`src/rtl/fetch_align.sv`:
```
// Fetch/align stage: word fetch into a 3-halfword buffer,
// emits one aligned RV32/RVC instruction per handshake.
module fetch_align #(
  parameter int unsigned XLEN = 32,
  parameter logic [XLEN-1:0] RESET = '0
) (
  input  logic            clock,
  input  logic            reset,
  input  logic            redirect,
  input  logic [XLEN-1:0] redirect_pc,
  output logic            mem_req,
  output logic [XLEN-1:0] mem_addr,
  input  logic            mem_gnt,
  input  logic            mem_rvalid,
  input  logic [31:0]     mem_rdata,
  output logic            inst_valid,
  input  logic            inst_ready,
  output logic [31:0]     inst,
  output logic [XLEN-1:0] inst_pc,
  output logic            inst_rvc
);

  typedef enum logic [1:0] {
    IDLE,
    REQ,
    WAIT
  } state_e;

  localparam logic [XLEN-1:0] RST_W = RESET & ~XLEN'(3);

  state_e                state_q, state_d;
  logic [2:0][15:0]      buf_q, buf_d;
  logic [1:0]            cnt_q, cnt_d;
  logic [XLEN-1:0]       dpc_q, dpc_d;
  logic [XLEN-1:0]       fpc_q, fpc_d;
  logic [XLEN-1:0]       areq_q, areq_d;
  logic                  drop_q, drop_d;
  logic                  stale_q, stale_d;

  logic [15:0]           hw0;
  logic                  rvc_raw;
  logic                  consume;
  logic                  grant;
  logic                  resp;
  logic                  take;
  logic [1:0]            used;
  logic [1:0]            rem;
  logic [1:0]            add;
  logic [2:0][15:0]      sb;

  assign hw0        = buf_q[0];
  assign rvc_raw    = hw0[1:0] != 2'b11;
  assign inst_valid = (cnt_q != 2'd0) && (rvc_raw || cnt_q >= 2'd2);
  assign inst_rvc   = (cnt_q != 2'd0) && rvc_raw;
  assign inst       = inst_rvc ? {16'b0, hw0} : {buf_q[1], hw0};
  assign inst_pc    = dpc_q;
  assign mem_req    = state_q == REQ;
  assign mem_addr   = areq_q;

  assign consume = inst_valid && inst_ready && !redirect;
  assign grant   = (state_q == REQ) && mem_gnt;
  assign resp    = (state_q == WAIT) && mem_rvalid;
  assign take    = resp && !stale_q && !redirect;
  assign used    = consume ? (inst_rvc ? 2'd1 : 2'd2) : 2'd0;
  assign rem     = cnt_q - used;
  assign add     = take ? (drop_q ? 2'd1 : 2'd2) : 2'd0;
  assign sb      = buf_q >> {used, 4'b0000};

  always_comb begin
    state_d = state_q;
    unique case (state_q)
      IDLE:    if (cnt_q <= 2'd1) state_d = REQ;
      REQ:     if (mem_gnt) state_d = WAIT;
      WAIT:    if (mem_rvalid) state_d = IDLE;
      default: state_d = IDLE;
    endcase
  end

  always_comb begin
    buf_d   = sb;
    cnt_d   = rem + add;
    dpc_d   = dpc_q + XLEN'({used, 1'b0});
    fpc_d   = fpc_q;
    drop_d  = drop_q;
    stale_d = stale_q;
    if (take) begin
      // Append behind whatever survives this cycle's shift.
      case (rem)
        2'd0: begin
          if (drop_q) buf_d[0] = mem_rdata[31:16];
          else begin
            buf_d[0] = mem_rdata[15:0];
            buf_d[1] = mem_rdata[31:16];
          end
        end
        2'd1: begin
          if (drop_q) buf_d[1] = mem_rdata[31:16];
          else begin
            buf_d[1] = mem_rdata[15:0];
            buf_d[2] = mem_rdata[31:16];
          end
        end
        2'd2: buf_d[2] = mem_rdata[31:16];
        default: ;
      endcase
      drop_d = 1'b0;
    end
    if (resp && stale_q) stale_d = 1'b0;
    // A grant for a request already marked stale must not advance.
    if (grant && !stale_q) fpc_d = fpc_q + XLEN'(4);
    if (redirect) begin
      cnt_d   = 2'd0;
      dpc_d   = redirect_pc & ~XLEN'(1);
      fpc_d   = redirect_pc & ~XLEN'(3);
      drop_d  = redirect_pc[1];
      stale_d = state_q != IDLE;
    end
  end

  always_comb begin
    areq_d = areq_q;
    if (state_q == IDLE && state_d == REQ) areq_d = fpc_d;
  end

  always_ff @(posedge clock or negedge reset) begin
    if (!reset) begin
      state_q <= IDLE;
      buf_q   <= '0;
      cnt_q   <= 2'd0;
      dpc_q   <= RESET;
      fpc_q   <= RST_W;
      areq_q  <= RST_W;
      drop_q  <= RESET[1];
      stale_q <= 1'b0;
    end else begin
      state_q <= state_d;
      buf_q   <= buf_d;
      cnt_q   <= cnt_d;
      dpc_q   <= dpc_d;
      fpc_q   <= fpc_d;
      areq_q  <= areq_d;
      drop_q  <= drop_d;
      stale_q <= stale_d;
    end
  end

endmodule

```
`config.mk`:
```
export PLATFORM = sky130hd
export DESIGN_NAME = fetch_align
export DESIGN_NICKNAME = d
export VERILOG_FILES = /design/src/rtl/fetch_align.sv
export SDC_FILE = /design/constraint.sdc
export NUM_CORES = 1
export LEC_CHECK = 0
export CORE_MARGIN = 10
export CORE_UTILIZATION = 52
export CTS_CLUSTER_DIAMETER = 60
export DETAILED_ROUTE_END_ITERATION = 10
export PLACE_DENSITY = 0.81
export SLEW_MARGIN = 20
export SYNTH_ARGS = -nofsm -noshare
export SYNTH_HDL_FRONTEND = slang
export SYNTH_SLANG_ARGS = --single-unit
```
`constraint.sdc`:
```
create_clock -name clock -period 4.3 [get_ports clock]
set_clock_uncertainty 0.05 [all_clocks]
set_input_delay 0.645 -clock clock [delete_from_list [all_inputs] [get_ports clock]]
set_output_delay 0.645 -clock clock [all_outputs]
set_load 0.02 [all_outputs]
```
==> results of run 1 <==
[metal layers]
layer,routed length (microns),vias up,part of all wire (%)
li1,-,3453,-
met1,10200,3639,41
met2,11800,361,48
met3,2280,35,9.2
met4,435,2,1.8
met5,13,-,0.053
[kinds of logic (layout without fill, tap and decap cells)]
| group | count (synthesis) | in the layout | share of synthesized area, % |
|---|---|---|---|
| XOR/XNOR | 58 | 58 | 6.05 |
| AND/OR/NAND/NOR | 292 | 292 | 17.9 |
| multiplexers | 50 | 50 | 6.22 |
| flip-flops | 149 | 149 | 44.4 |
| AO/OA/AOI/OAI | 234 | 234 | 18.4 |
| buffers and inverters | 98 | 236 | 5.46 |
| adder cells (fa/ha/maj) | 9 | 9 | 1.43 |
| other | 1 | 1 | 0.0447 |
[placed cells by master (no fill, tap or decap), types with 16 or more instances in the layout]
master / count
a21oi_1: 62
a22oi_1: 42
buf_4: 20
clkbuf_16: 17
clkdlybuf4s50_1: 165
dfrtp_1: 148
inv_1: 18
mux2_2: 17
mux2i_1: 33
nand2_1: 89
nand3_1: 36
nor2_1: 49
nor2b_1: 22
nor3_1: 18
o211a_1: 18
o21ai_0: 48
xnor2_1: 42
xor2_1: 16
[final cells by class]
class / instances / share of cell area [%]
multi-input combinational: 644 / 39.1
sequential: 149 / 34.6
timing repair buffer: 186 / 16.8
clock buffer: 21 / 4.37
tap: 216 / 2.51
clock inverter: 9 / 1.85
inverter: 20 / 0.697
[worst paths after layout]
kind | startpoint | to | slack (ns) | cells past startpoint
min reg2reg | mem_addr[3] | mem_addr[3] | 0.43 | 2
max reg2reg | cnt_q[1] | buf_q[45] | 1.10 | 12
min | reset | hw0[11] | 0.25 | 1
max in group asynchronous | reset | buf_q[19] | 3.04 | 2
min in group clock | mem_addr[3] | mem_addr[3] | 0.43 | 2
max | inst_ready | buf_q[45] | 1.08 | 13
[per-stage QoR]
step	cells	hold WS [ns]	setup slack, ns	instance area [sq um]
2_1_floorplan	891	0.299	0.845	8390
3_3_place_gp	1215	0.409	0.720	10100
3_5_place_dp	1215	0.411	0.676	10100
4_1_cts	1245	0.339	1.10	10800
5_1_grt	1245	0.369	0.803	10800
6_report	1245	0.250	1.08	10800
[report_power, final]
| group | switching [mW] | internal (mW) | leakage (nW) |
|---|---|---|---|
| combinational | 1.17 | 1.05 | 2.31 |
| sequential | 0.284 | 1.75 | 1.77 |
| clock | 0.576 | 1.13 | 0.329 |
| total | 2.03 | 3.93 | 4.42 |
[state kept, by name, summed over array words and instances (netlist names)]
register	cells
mem_addr	32
inst_pc	31
drop_q	1
buf_q	32
fpc_q	32
state_q	2
hw0	16
stale_q	1
cnt_q	2
==> metrics.md, run 1 <==
| Metric | Value |
|---|---|
| Residual DRC | `0` |
| Clock period minus worst slack | `3.22 ns` |
| Cell at the slowest stage of the critical path | `clkdlybuf4s50_1` |
| Routed vias | `7490` |
| Die Height | `147 microns` |
| CTS buffer count | `17` |
| First-pass GRT wire length | `39.8 mm` |
| Router iterations before antenna repair | `5` |
| Yosys reg bits | `149` |
| HP Class | `primary input to async pin` |
| Vias per inst | `6.02` |
| Crit path max fanout | `15` |
| Worst-Skew Late Latency | `0.43 ns` |
| Yosys warning count | `0` |
| WP data arrival | `3.46 ns` |
| Yosys cell types | `58` |
| Crit Path Class | `primary input to flip-flop` |
| Post-Synthesis Cells | `891` |
| Vias in the first global route | `7429` |
| Sequential share of the synthesized area | `44.4%` |
| Count leader, synth | `dfrtp_1` |
| M1 GR Usage | `28.2%` |
| Unrepaired setup endpoints after global routing | `no` |
| Grt ovf | `0` |
| Met3 global-route usage | `7.03%` |
| Mapped Area | `8390 sq um` |
| WL final | `24.7 mm` |
| Final Total Pwr | `5.96 mW` |
| Setup TNS | `0 ns` |
| Die W | `147 microns` |
| Worst IR Drop VDD | `0.285 mV` |
| Reg area | `3730 sq um` |
| GR peak layer | `met2` |
| Max Freq | `310 MHz` |
| IO buf count | `166` |
| Post-synth top area share | `44.4%` |
| Starting density of the core | `53.0%` |
| Worst EP required | `4.53 ns` |
| Final setup vio count | `0` |
| Core Region | `15800 sq um` |
| Slowest cell delay on critical path | `0.47 ns` |
| CTS max path bufs | `2` |
| Cell family with the largest share of critical-path delay | `simple AND/OR/NAND/NOR gates` |
| Reg clk slew, reported paths | `0.06 ns` |
| # nets final | `1097` |
| Largest net degree at the start of global routing | `106` |
| CTS tree | `built` |
| Final hold vios | `0` |
| GR Util met2 | `36.2%` |
| Antenna violations before repair | `1` |
| Top cells by area, synth | `dfrtp_1, xnor2_1, nand2_1` |
| GRT Overall Usage | `22.5%` |
| Die area | `21600 sq um` |
| Multi-input gate area | `4220 sq um` |
| CTS Hold Bufs | `0` |
| Area growth syn-to-layout | `28.4%` |
| Fin util | `68.1%` |
| Yosys top cell by area | `dfrtp_1` |
| Antenna diode count | `0` |
| Synth Area per Inst | `9.42 sq um` |
| Layout fillers | `1277` |
| Root Driver | `clkbuf_16` |
| CTS-repair resized insts | `0` |
| Ys async rst share | `100%` |
| H-tree levels | `4` |
| Relative slew slack | `30.8%` |
| Startpoint types | `primary input` |
| Status | `complete, no violations` |
| Drt wl/cell | `19.8 microns` |
| CP Capture Type | `flip-flop` |
| Iteration-0 DRC Markers | `726` |
| Max Cap Violations | `0` |
| Layout cell share with drive strength beyond 1 | `7.77%` |
| CTS sink cnt | `149` |
| # IOs | `169` |
| Syn nets | `970` |
| Crit share post-route | `75.0%` |
| Leakage power | `4.42 nW` |
| Routability cong. | `0.873` |
| Post-CTS setup repair buffer count | `0` |
| PD cells | `553 nW/um^2` |
| Critical path cell sequence | `clkdlybuf4s50_1, nor2b_1, buf_4, nand2_1, inv_1, ha_1, xor2_1, inv_1, ha_1, nand3b_1, and2_1, a22oi_1, o21ai_0` |
| Slew Limit Fails | `0` |
| Commonest cells in the netlist | `dfrtp_1, nand2_1, a21oi_1` |
| DP Wirelength | `16.7 mm` |
| Post-synth EDFFs | `0` |
| FP Rows | `46` |
| Synth Flop Type | `dfrtp_1` |
| Routed Antenna Nets | `0` |
| Worst slew pin tran | `1.04 ns` |
| CP bufs+invs | `4` |
(Power assumes the default switching activity.)
==> inputs of run 2 (changes only) <==
==> constraint.sdc (replaced) <==
create_clock -name clock -period 3.1 [get_ports clock]
set_clock_uncertainty 0.05 [all_clocks]
set_input_delay 0.465 -clock clock [delete_from_list [all_inputs] [get_ports clock]]
set_output_delay 0.465 -clock clock [all_outputs]
set_load 0.02 [all_outputs]
==> run 2 against run 1 <==
Effect of this change: the flow now finishes with violations (hold timing); clock power up 27%; utilization up 1.0 points; largest cell class unchanged; sequential power up 39%; worst setup slack lost 0.81 ns; highest routed layer is now met4; critical path type is now flip-flop to flip-flop; design area rose by 1.5%; combinational power grew 43%; via count is 1.7% higher; register-to-register slack lost 0.83 ns; clock-buffer cell count shrank 3; non-clock buffer count increased by 21.
==> metrics.md, run 2 (synthesis results as in run 1) <==
| Metric | Value |
|---|---|
| Leakage power | `4.50 nW (+1.8%)` |
| CTS tree | `built` |
| Drt wl/cell | `19.7 microns (-0.53%)` |
| Routability cong. | `0.874 (about the same)` |
| Relative slew slack | `38.7% (+7.9 points)` |
| Die area | `21600 sq um (unchanged)` |
| DP Area | `10300 sq um (+2.1%)` |
| H-tree levels | `4 (unchanged)` |
| Startpoint types | `flip-flop` |
| Worst EP required | `3.38 ns (-1.15 ns)` |
| Antenna violations before repair | `0 (-1)` |
| Critical path cell sequence | `a2bb2oi_2, nand2_1, inv_1, ha_1, xor2_2, inv_1, ha_1, nand3b_1, buf_4, nor2_1, buf_4, a22oi_1, o21ai_0` |
| Setup slack, reg-to-reg | `0.27 ns (-0.83 ns)` |
| CTS sink cnt | `149 (unchanged)` |
| Starting density of the core | `53.0% (unchanged)` |
| Max Cap Violations | `0 (unchanged)` |
| Worst slew pin tran | `0.916 ns (-0.121 ns)` |
| Largest net degree at the start of global routing | `69 (-35%)` |
| Routed Antenna Nets | `0 (unchanged)` |
| Vias per inst | `6.01 (-0.18%)` |
| First-pass GRT wire length | `40.6 mm (+2.1%)` |
| Final instance area | `10900 sq um (+1.5%)` |
| # IOs | `169 (unchanged)` |
| IO buf count | `166 (unchanged)` |
| WP data arrival | `3.12 ns (-0.34 ns)` |
| CP bufs+invs | `4 (unchanged)` |
| Post-CTS setup repair buffer count | `0 (unchanged)` |
| Layout cell share with drive strength beyond 1 | `9.98% (+2.2 points)` |
| Die W | `147 microns (unchanged)` |
| Pre-CTS worst setup slack | `-0.107 ns (-0.783 ns)` |
| Worst IR Drop VDD | `0.421 mV (+48%)` |
| PD cells | `745 nW/um^2 (+35%)` |
| R2r startpoint | `cnt_q[1]` |
| Final Worst Setup Slack | `0.266 ns (-0.811 ns)` |
| Die Height | `147 microns (unchanged)` |
| Slowest cell delay on critical path | `0.49 ns (+0.02 ns)` |
| Worst-case reg-to-reg path depth | `13 (+1)` |
| Grt ovf | `0 (unchanged)` |
| Cell at the slowest stage of the critical path | `dfrtp_1` |
| Residual DRC | `0 (unchanged)` |
| Worst-Skew Late Latency | `0.43 ns (about the same)` |
| Unrepaired setup endpoints after global routing | `no` |
| Min Hold Slack | `-0.0105 ns (-0.261 ns)` |
| Cell family with the largest share of critical-path delay | `buffers and inverters` |
| Crit path max fanout | `15 (unchanged)` |
| Core Region | `15800 sq um (unchanged)` |
| Final hold vios | `6 (+6)` |
| Failing checks | `hold timing` |
| Status | `complete, but fails checks` |
| Crit share post-route | `91.4%` |
| Routed vias | `7615 (+1.7%)` |
| Final setup vio count | `0 (unchanged)` |
| CP Capture Type | `flip-flop` |
| Crit Path Class | `flip-flop to flip-flop` |
| Antenna diode count | `0 (unchanged)` |
| Router iterations before antenna repair | `6 (+1)` |
| Root Driver | `clkbuf_16` |
| HP Class | `primary input to async pin` |
| Reg clk slew, reported paths | `0.06 ns (about the same)` |
| Worst r2r dst | `buf_q[44]` |
| Area growth syn-to-layout | `30.3%` |
| Most frequent cells in the layout | `clkdlybuf4s50_1, dfrtp_1, nand2_1` |
| CTS max path bufs | `2 (unchanged)` |
| FP Rows | `46 (unchanged)` |
| Max Freq | `353 MHz` |
| # nets final | `1118 (+1.9%)` |
| DP Wirelength | `17.6 mm (+5.0%)` |
| CTS buffer count | `17 (unchanged)` |
| Clock period minus worst slack | `2.83 ns` |
| Vias in the first global route | `7649 (+3.0%)` |
| CTS Hold Bufs | `0 (unchanged)` |
| CTS-repair resized insts | `0 (unchanged)` |
| Most common cell after layout, fill and taps aside | `clkdlybuf4s50_1` |
| Iteration-0 DRC Markers | `765 (+5.4%)` |
| Slew Limit Fails | `0 (unchanged)` |
| WL final | `25.0 mm (+1.3%)` |
| GRT Overall Usage | `22.8% (+0.26 points)` |
run 2: area by class of cell:
type | instances | area (sq um)
Inverter | 20 | 75.1
Timing Repair Buffer | 207 | 2020
Clock buffer | 18 | 439
Tap cell | 216 | 270
Clock inverter | 14 | 174
Multi-Input combinational cell | 644 | 4220
Fill cell | 1213 | 4900
Sequential cell | 149 | 3730
run 2: report_power, final:
group / internal, mW / leakage [nW] / switching, mW / total (mW)
registers: 2.42 / 1.77 / 0.391 / 2.82
logic: 1.51 / 2.43 / 1.66 / 3.17
clock network: 1.29 / 0.290 / 0.862 / 2.16
run 2: metrics by stage:
| stage | power, mW | std cells | TNS (ns) | util (%) |
|---|---|---|---|---|
| global placement | 5.94 | 1236 | 0 | 65.2 |
| detailed placement | 6.01 | 1236 | -0.499 | 65.2 |
| finish | 8.14 | 1268 | 0 | 69.1 |
| floorplan | 4.66 | 891 | 0 | - |
| global route | 8.54 | 1268 | 0 | 69.1 |
| CTS | 8.18 | 1268 | 0 | 69.1 |
run 2: worst max path at each step:
stage          startpoint         to  slack (ns)  cells after the start
2_1_floorplan  inst_ready  buf_q[36]        0.02                     14
3_3_place_gp     redirect  buf_q[34]        0.03                     12
3_5_place_dp     redirect  buf_q[44]       -0.11                     14
4_1_cts          cnt_q[1]  buf_q[44]        0.29                     13
5_1_grt          redirect  buf_q[34]        0.04                     14
6_report         cnt_q[1]  buf_q[44]        0.27                     13
run 2: routing by layer:
layer,track usage [%],vias to the layer above,part of all wire (%)
li1,-,3495,-
met1,28.0,3764,41
met2,37.9,311,49
met3,6.05,45,8.0
met4,7.68,0,1.8
met5,0,-,0
